$ cat src/rtl/ssd_display_ctrl.sv
// Four-digit common-anode seven-segment controller: hex or unsigned-decimal view of a
// 16-bit probe value, converted by double-dabble into a double-buffered display register.
module ssd_display_ctrl #(
  parameter int unsigned DIGIT_CYCLES = 100000
) (
  input  logic        clk,
  input  logic        rst,
  input  logic [15:0] value,
  input  logic        dec_mode,
  output logic [3:0]  anode,
  output logic [6:0]  cathode,
  output logic        dp,
  output logic        busy
);

  localparam int unsigned CW = (DIGIT_CYCLES > 1) ? $clog2(DIGIT_CYCLES) : 1;
  localparam logic [CW-1:0] CNT_MAX = CW'(DIGIT_CYCLES - 1);

  typedef enum logic [1:0] {
    S_IDLE,
    S_CONVERT,
    S_LOAD
  } state_t;

  state_t          r_state;
  state_t          w_state_nxt;
  logic [CW-1:0]   r_cnt;
  logic [1:0]      r_idx;
  logic            w_frame;
  logic [15:0]     r_val;
  logic            r_dec;
  logic [15:0]     r_bin;
  logic [19:0]     r_bcd;
  logic [19:0]     w_bcd_adj;
  logic [3:0]      r_step;
  logic [3:0][6:0] r_seg;
  logic            r_dp_n;
  logic            r_valid;
  logic [3:0][6:0] w_code;
  logic [3:0]      w_blank;
  logic            w_ovf;

  function automatic logic [6:0] f_seg(input logic [3:0] d);
    case (d)
      4'h0: f_seg = 7'b1000000;
      4'h1: f_seg = 7'b1111001;
      4'h2: f_seg = 7'b0100100;
      4'h3: f_seg = 7'b0110000;
      4'h4: f_seg = 7'b0011001;
      4'h5: f_seg = 7'b0010010;
      4'h6: f_seg = 7'b0000010;
      4'h7: f_seg = 7'b1111000;
      4'h8: f_seg = 7'b0000000;
      4'h9: f_seg = 7'b0010000;
      4'hA: f_seg = 7'b0001000;
      4'hB: f_seg = 7'b0000011;
      4'hC: f_seg = 7'b1000110;
      4'hD: f_seg = 7'b0100001;
      4'hE: f_seg = 7'b0000110;
      default: f_seg = 7'b0001110;
    endcase
  endfunction

  assign w_frame = (r_cnt == '0) && (r_idx == 2'd0);
  assign busy    = (r_state == S_CONVERT);

  always_ff @(posedge clk or negedge rst) begin
    if (!rst) begin
      r_cnt <= '0;
      r_idx <= 2'd0;
    end else if (r_cnt == CNT_MAX) begin
      r_cnt <= '0;
      r_idx <= r_idx + 2'd1;
    end else begin
      r_cnt <= r_cnt + CW'(1);
    end
  end

  always_ff @(posedge clk or negedge rst) begin
    if (!rst) r_state <= S_IDLE;
    else      r_state <= w_state_nxt;
  end

  always_comb begin
    w_state_nxt = r_state;
    unique case (r_state)
      S_IDLE:    if (w_frame) w_state_nxt = dec_mode ? S_CONVERT : S_LOAD;
      S_CONVERT: if (r_step == 4'd15) w_state_nxt = S_LOAD;
      S_LOAD:    w_state_nxt = S_IDLE;
      default:   w_state_nxt = S_IDLE;
    endcase
  end

  always_comb begin
    w_bcd_adj = r_bcd;
    for (int unsigned i = 0; i < 5; i++) begin
      if (r_bcd[4*i +: 4] >= 4'd5) w_bcd_adj[4*i +: 4] = r_bcd[4*i +: 4] + 4'd3;
    end
  end

  // Leading-zero blanking ripples down from the top digit; digit 0 is never blanked.
  always_comb begin
    w_ovf      = r_dec && (r_bcd[19:16] != 4'd0);
    w_blank    = 4'b0000;
    w_blank[3] = (r_bcd[15:12] == 4'd0);
    w_blank[2] = w_blank[3] && (r_bcd[11:8] == 4'd0);
    w_blank[1] = w_blank[2] && (r_bcd[7:4] == 4'd0);
    w_code     = '0;
    for (int unsigned i = 0; i < 4; i++) begin
      if (!r_dec)          w_code[i] = f_seg(r_val[4*i +: 4]);
      else if (w_ovf)      w_code[i] = 7'b0111111;
      else if (w_blank[i]) w_code[i] = '1;
      else                 w_code[i] = f_seg(r_bcd[4*i +: 4]);
    end
  end

  always_ff @(posedge clk or negedge rst) begin
    if (!rst) begin
      r_val   <= '0;
      r_dec   <= 1'b0;
      r_bin   <= '0;
      r_bcd   <= '0;
      r_step  <= '0;
      r_seg   <= '0;
      r_dp_n  <= 1'b1;
      r_valid <= 1'b0;
    end else begin
      unique case (r_state)
        S_IDLE: if (w_frame) begin
          r_val  <= value;
          r_dec  <= dec_mode;
          r_bin  <= value;
          r_bcd  <= '0;
          r_step <= '0;
        end
        S_CONVERT: begin
          {r_bcd, r_bin} <= {w_bcd_adj[18:0], r_bin, 1'b0};
          r_step         <= r_step + 4'd1;
        end
        S_LOAD: begin
          r_seg   <= w_code;
          r_dp_n  <= !w_ovf;
          r_valid <= 1'b1;
        end
        default: ;
      endcase
    end
  end

  always_ff @(posedge clk or negedge rst) begin
    if (!rst) begin
      anode   <= '1;
      cathode <= '1;
      dp      <= 1'b1;
    end else if (r_valid) begin
      anode   <= ~(4'b0001 << r_idx);
      cathode <= r_seg[r_idx];
      dp      <= r_dp_n;
    end else begin
      anode   <= '1;
      cathode <= '1;
      dp      <= 1'b1;
    end
  end

endmodule

$ cat config.mk
export PLATFORM = sky130hd
export DESIGN_NAME = ssd_display_ctrl
export DESIGN_NICKNAME = d
export VERILOG_FILES = /design/src/rtl/ssd_display_ctrl.sv
export SDC_FILE = /design/constraint.sdc
export NUM_CORES = 1
export LEC_CHECK = 0
export CAP_MARGIN = 25
export CORE_UTILIZATION = 40
export CTS_CLUSTER_DIAMETER = 100
export DETAILED_ROUTE_END_ITERATION = 12
export PLACE_DENSITY = 0.65
export SETUP_SLACK_MARGIN = 0.02
export SLEW_MARGIN = 20
export SYNTH_ARGS = -nofsm -noshare
export SYNTH_HDL_FRONTEND = slang
export SYNTH_SLANG_ARGS = --single-unit
export TNS_END_PERCENT = 10
$ cat constraint.sdc
create_clock -name clk -period 5.8 [get_ports clk]
set_input_delay 1.16 -clock clk [delete_from_list [all_inputs] [get_ports clk]]
set_output_delay 1.16 -clock clk [all_outputs]
set_load 0.02 [all_outputs]
==> flow_summary.json, run 1 <==
{
  "status": "finished, final reports clean",
  "clk_latency_ns": 0.42,
  "slew_viol_final": 0,
  "synthToLayoutAreaGrowth_pct": 14.4,
  "p_seq_share_pct": 40.3,
  "clock_path_buffers": 2,
  "critPathTopFamily": "buffers and inverters",
  "rows": 50,
  "tns_ns": 0,
  "layout-drive-gt1-share_pct": 14.0,
  "vias_per_cell": 5.62,
  "synth_top_area_share_pct": 35.2,
  "ys_seq_elements": 120,
  "grt_overflow": 0,
  "drt_first_iter_violations": 488,
  "startpoint_type": "register",
  "power.total_w": 0.00208,
  "core_um2": 18700,
  "stdcell_area_um2": 8710,
  "r2r-end": "r_val[15]$_DFFE_PN0P_",
  "ys_async_sr_fraction_pct": 100,
  "yosys.cell_count.top_type": "dfrtp_1",
  "p_int_w": 0.00166,
  "p_per_area_nw_per_um2": 239,
  "synthesis.area_um2": 7610,
  "critical-path-slowest-cell": "clkdlybuf4s50_1",
  "grt_pass1_wl_mm": 28.5,
  "cp-end-kind": "output pin",
  "rsz0062_at_grt": "false",
  "relSlewSlack_pct": 41.3,
  "drt-pass1-iter-count": 5,
  "antenna_found_initial": 0,
  "crit_type": "reg -> out",
  "place_congestion": 0.862,
  "share_comb_of_total_power_pct": 1.5,
  "fin_crit_sh_pct": 64.8,
  "synth_largest_area_cell": "dfrtp_1",
  "netlist_top_cells_count": "dfrtp_1, nand2_1, ha_1, nor2_1, inv_1",
  "final-seq-area_um2": 3020,
  "cp_max_fo": 36,
  "seq_area_frac_synth_pct": 39.7,
  "first_global_vias": 5361,
  "drc_errors": 0,
  "cts_setup_buffers": 0,
  "synth_nets": 848,
  "crit_chain": "inv_1 > nand2_1 > buf_4 > inv_2 > clkdlybuf4s50_1",
  "hp-class": "reg -> reg",
  "p_clk_share_pct": 58.2,
  "die_w_um": 140,
  "vias": 5769,
  "fillCellCount": 1681,
  "arrival_ns": 2.60,
  "cts-buffers-inserted": 17,
  "multiInputGateArea_um2": 4190,
  "antenna_cells": 0,
  "start_util_pct": 40.7,
  "pre_cts_ws_ns": 2.46,
  "timing.fmax_ghz": 0.266,
  "synth_cells": 769,
  "dieArea_um2": 19600,
  "hold_ws_ns": 0.482,
  "routedWlPerCell_um": 16.7,
  "io_pins": 32,
  "yosys_warnings": 0,
  "cts_sinks": 120,
  "track_usage_pct": 18.8,
  "reg2reg_from": "r_idx[0]$_DFFE_PN0N_",
  "ys.flop_type": "dfrtp_1",
  "crit_path_max_incr_delay_ns": 0.74,
  "cap_viol_max_count": 0,
  "dieHeight_um": 140,
  "wirelength_mm": 17.1,
  "setup_violations": 0,
  "hold_buffers": 0,
  "synth.top_cells.by_area": "dfrtp_1, ha_1, dfstp_2",
  "p_leak_nw": 3.65,
  "nets": 859,
  "finalHoldViolations": 0,
  "dp_hpwl_mm": 12.0,
  "rrSetupSlack_ns": 2.98,
  "h-tree-depth": 4,
  "startpoint": "r_state[1]$_DFFE_PN0P_",
  "postCtsResizedCells": 0,
  "finClkSkew_ns": 0.00470,
  "switchingPower_w": 0.000424,
  "cts_tree": "built",
  "ir_drop_mv": 0.199,
  "required_ns": 4.64,
  "cts.clk_slew.worst_paths_ns": 0.06,
  "port-buffer-count": 31,
  "synth-edff-count": 0,
  "worstHoldPathCells": 2,
  "reg2reg_depth": 7,
  "worstHoldEndpoint": "r_seg[4]$_DFFE_PN0N_",
  "tightestPinTransition_ns": 0.873,
  "drtAntennaViolNets": 0,
  "worst_slack_ns": 2.04,
  "crit_buf_inv": 4,
  "grt_max_degree": 79,
  "finalCriticalPeriod_ns": 3.76,
  "place_area_um2": 8030,
  "hp-start": "r_seg[4]$_DFFE_PN0N_",
  "p_sw_share_pct": 20.4,
  "post_synth_num_cell_types": 69,
  "synth_area_per_cell_um2": 9.90,
  "cts_root_buf": "clkbuf_16"
}
==> worst min-delay path, stage by stage (launching register included) <==
cell	delay, ns
dfrtp_1	0.34
nand2_1	0.05
o31ai_1	0.05
==> registers in the layout, summed over array words and instances (netlist names), 2 cells and up <==
signal   count
r_bcd       20
r_seg       28
anode        4
r_val       16
r_cnt       17
cathode      7
r_idx        2
r_bin       16
r_state      2
r_step       4
==> per-layer routing <==
| metal | GRT usage (%) | share of wire [%] |
|---|---|---|
| met1 | 27.5 | 50 |
| met2 | 27.4 | 44 |
| met3 | 3.86 | 4.3 |
| met4 | 6.71 | 1.4 |
| met5 | 0 | 0 |
==> metrics by stage <==
| step | instances | util (%) |
|---|---|---|
| floorplan | 769 | - |
| global placement | 995 | 42.9 |
| detailed placement | 995 | 42.9 |
| CTS | 1027 | 46.5 |
| global route | 1027 | 46.5 |
| finish | 1027 | 46.5 |
==> power groups by stage <==
| stage | combinational, W | sequential [W] | clock, W |
|---|---|---|---|
| 2_1_floorplan | 0.000000438 | 0.000853 | 0 |
| 3_3_place_gp | 0.0000332 | 0.000853 | 0 |
| 3_5_place_dp | 0.0000334 | 0.000853 | 0 |
| 4_1_cts | 0.0000334 | 0.000838 | 0.00123 |
| 5_1_grt | 0.0000369 | 0.000838 | 0.00127 |
| 6_report | 0.0000320 | 0.000838 | 0.00121 |
==> how the worst max path moves through the flow <==
stage                      end  slack [ns]  cells after the start
final                     busy        2.04                      5
after global routing      busy        1.89                      5
after CTS                 busy        1.99                      5
after detailed placement  busy        2.46                      5
after global placement    busy        2.49                      5
after floorplan           busy        3.40                      5
==> cells by family (layout without fill, tap and decap cells) <==
group,Yosys count,count (layout),synth area share (%)
buf+inv,90,114,5.24
mux,62,62,10.4
xor+xnor,23,23,2.65
compound gates,177,177,16.2
flops,120,120,39.7
fa+ha+maj,60,60,9.86
simple gates,237,237,16.0
==> layout by cell type (no fill, tap or decap), types with 25 or more instances in the layout <==
cell type	netlist	layout
nor2_1	54	54
a21oi_1	32	32
ha_1	60	60
nand2_1	66	66
o21ai_0	35	35
dfrtp_1	107	107
clkdlybuf4s50_1	0	30
inv_1	44	44
mux2_2	25	25
mux2i_1	25	25
nand2b_1	25	25
==> final cells by class <==
cell class                 instances  area share, %
clock inverter                    15           2.87
multi-input combinational        559           48.2
clock buffer                      17           4.89
timing repair buffer              37           4.10
tap                              234           3.36
sequential                       120           34.7
inverter                          45           1.94
No activity file was read; power rests on OpenSTA's default activity.
==> inputs of run 2 (changes only) <==
==> constraint.sdc (replaced) <==
create_clock -name clk -period 3.7 [get_ports clk]
set_input_delay 0.74 -clock clk [delete_from_list [all_inputs] [get_ports clk]]
set_output_delay 0.74 -clock clk [all_outputs]
set_load 0.02 [all_outputs]
==> flow_summary.json, run 2 (synthesis gave the netlist of run 1 again) <==
{
  "status": "finished, final reports clean",
  "cts_sinks": 120,
  "cp-end-kind": "output pin",
  "drt_first_iter_violations": 480,
  "reg2reg_from": "r_idx[0]$_DFFE_PN0N_",
  "dieHeight_um": 140,
  "nets": 863,
  "clock_path_buffers": 2,
  "port-buffer-count": 31,
  "tightestPinTransition_ns": 0.687,
  "largest_reg_flops": 28,
  "grt_overflow": 0,
  "postCtsResizedCells": 0,
  "multiInputGateArea_um2": 4190,
  "io_pins": 32,
  "finish.utilization_pct": 46.2,
  "synthToLayoutAreaGrowth_pct": 13.6,
  "fillCellCount": 1730,
  "rows": 50,
  "rrSetupSlack_ns": 1.18,
  "slew_viol_final": 0,
  "cp_max_fo": 6,
  "final-seq-area_um2": 3020,
  "tns_ns": 0,
  "layout_common_cells": "dfrtp_1, nand2_1, ha_1",
  "h-tree-depth": 4,
  "place_congestion": 0.813,
  "core_um2": 18700,
  "cts.clk_slew.worst_paths_ns": 0.06,
  "dp_hpwl_mm": 12.3,
  "cap_viol_max_count": 0,
  "cts-buffers-inserted": 17,
  "layout-drive-gt1-share_pct": 14.3,
  "cts_setup_buffers": 0,
  "die_w_um": 140,
  "cts_tree": "built",
  "antenna_cells": 0,
  "wirelength_mm": 17.4,
  "rsz0062_at_grt": "false",
  "reg_top3": "r_seg x28, r_bcd x20, r_cnt x17",
  "finalCriticalPeriod_ns": 2.61,
  "timing.fmax_ghz": 0.383,
  "grt_pass1_wl_mm": 28.6,
  "startpoint_type": "register",
  "reg2reg_depth": 6,
  "vias": 5667,
  "crit_type": "reg -> out",
  "clk_latency_ns": 0.42,
  "dieArea_um2": 19600,
  "finClkSkew_ns": 0.00649,
  "routedWlPerCell_um": 16.9,
  "largest_register": "r_seg",
  "hold_ws_ns": 0.367,
  "antenna_found_initial": 0,
  "hold_buffers": 0,
  "relSlewSlack_pct": 54.2,
  "fin_crit_sh_pct": 70.5,
  "track_usage_pct": 18.9,
  "drtAntennaViolNets": 0,
  "drt-pass1-iter-count": 7,
  "first_global_vias": 5329,
  "required_ns": 2.96,
  "r2r-end": "r_val[2]$_DFFE_PN0P_",
  "p_per_area_nw_per_um2": 343,
  "hp-class": "in -> async",
  "grt_max_degree": 69,
  "setup_violations": 0,
  "final_common_cell": "dfrtp_1",
  "arrival_ns": 1.87,
  "finalHoldViolations": 0,
  "vias_per_cell": 5.50,
  "p_leak_nw": 3.64,
  "start_util_pct": 40.7,
  "drc_errors": 0,
  "ir_drop_mv": 0.266,
  "cts_root_buf": "clkbuf_16",
  "power.total_w": 0.00296
}
## run 2: changes by cell type in the layout (fill, tap and decap cells not counted)
cell | previous run | this run
buf_12 | 0 | 1
buf_4 | 6 | 10
buf_6 | 1 | 0
bufinv_16 | 6 | 1
clkbuf_1 | 0 | 1
clkbuf_8 | 0 | 4
clkinv_2 | 1 | 3
clkinv_4 | 3 | 2
clkinvlp_4 | 4 | 3
## run 2: critical path: stages (launching register included)
cell and delay [ns]:
dfrtp_1 0.43, inv_1 0.21, nand2_1 0.12, inv_2 0.08, clkdlybuf4s50_1 0.60
## run 2: through the flow
stage                     instances  setup WS (ns)  area [µm²]
after global placement          999           1.25        8070
after detailed placement        999           1.20        8070
after CTS                      1031           1.04        8650
final                          1031           1.09        8650
after floorplan                 769           1.52        7610
after global routing           1031          0.966        8650
## run 2: final cells by class
cell class | instances | area share (%)
clock inverter | 10 | 1.09
tap | 234 | 3.39
multi-input combinational | 559 | 48.5
inverter | 45 | 1.95
timing repair buffer | 41 | 4.57
sequential | 120 | 34.9
clock buffer | 22 | 5.60
## run 2: where the power goes
group	total, W	internal [W]	switching (W)
Combinational	0.0000509	0.0000191	0.0000318
Sequential	0.00131	0.00131	0
Clock	0.00160	0.000993	0.000604
Total	0.00296	0.00233	0.000636
## run 2: worst max-delay path by stage
stage | from | end | slack, ns | cells past startpoint
floorplan | r_idx[1]$_DFFE_PN0N_ | r_bin[14]$_DFFE_PN0P_ | 1.52 | 9
global placement | r_idx[0]$_DFFE_PN0N_ | r_val[1]$_DFFE_PN0P_ | 1.25 | 6
detailed placement | r_idx[0]$_DFFE_PN0N_ | r_val[5]$_DFFE_PN0P_ | 1.20 | 6
CTS | r_state[1]$_DFFE_PN0P_ | busy | 1.04 | 4
global route | r_state[1]$_DFFE_PN0P_ | busy | 0.97 | 4
finish | r_state[1]$_DFFE_PN0P_ | busy | 1.09 | 4
## run 2: routing by layer
| layer | vias up | GRT usage (%) | share of wire, % |
|---|---|---|---|
| li1 | 2796 | - | - |
| met1 | 2734 | 26.8 | 50 |
| met2 | 115 | 28.7 | 45 |
| met3 | 22 | 3.38 | 3.5 |
| met4 | 0 | 6.77 | 1.6 |
| met5 | - | 0 | 0 |
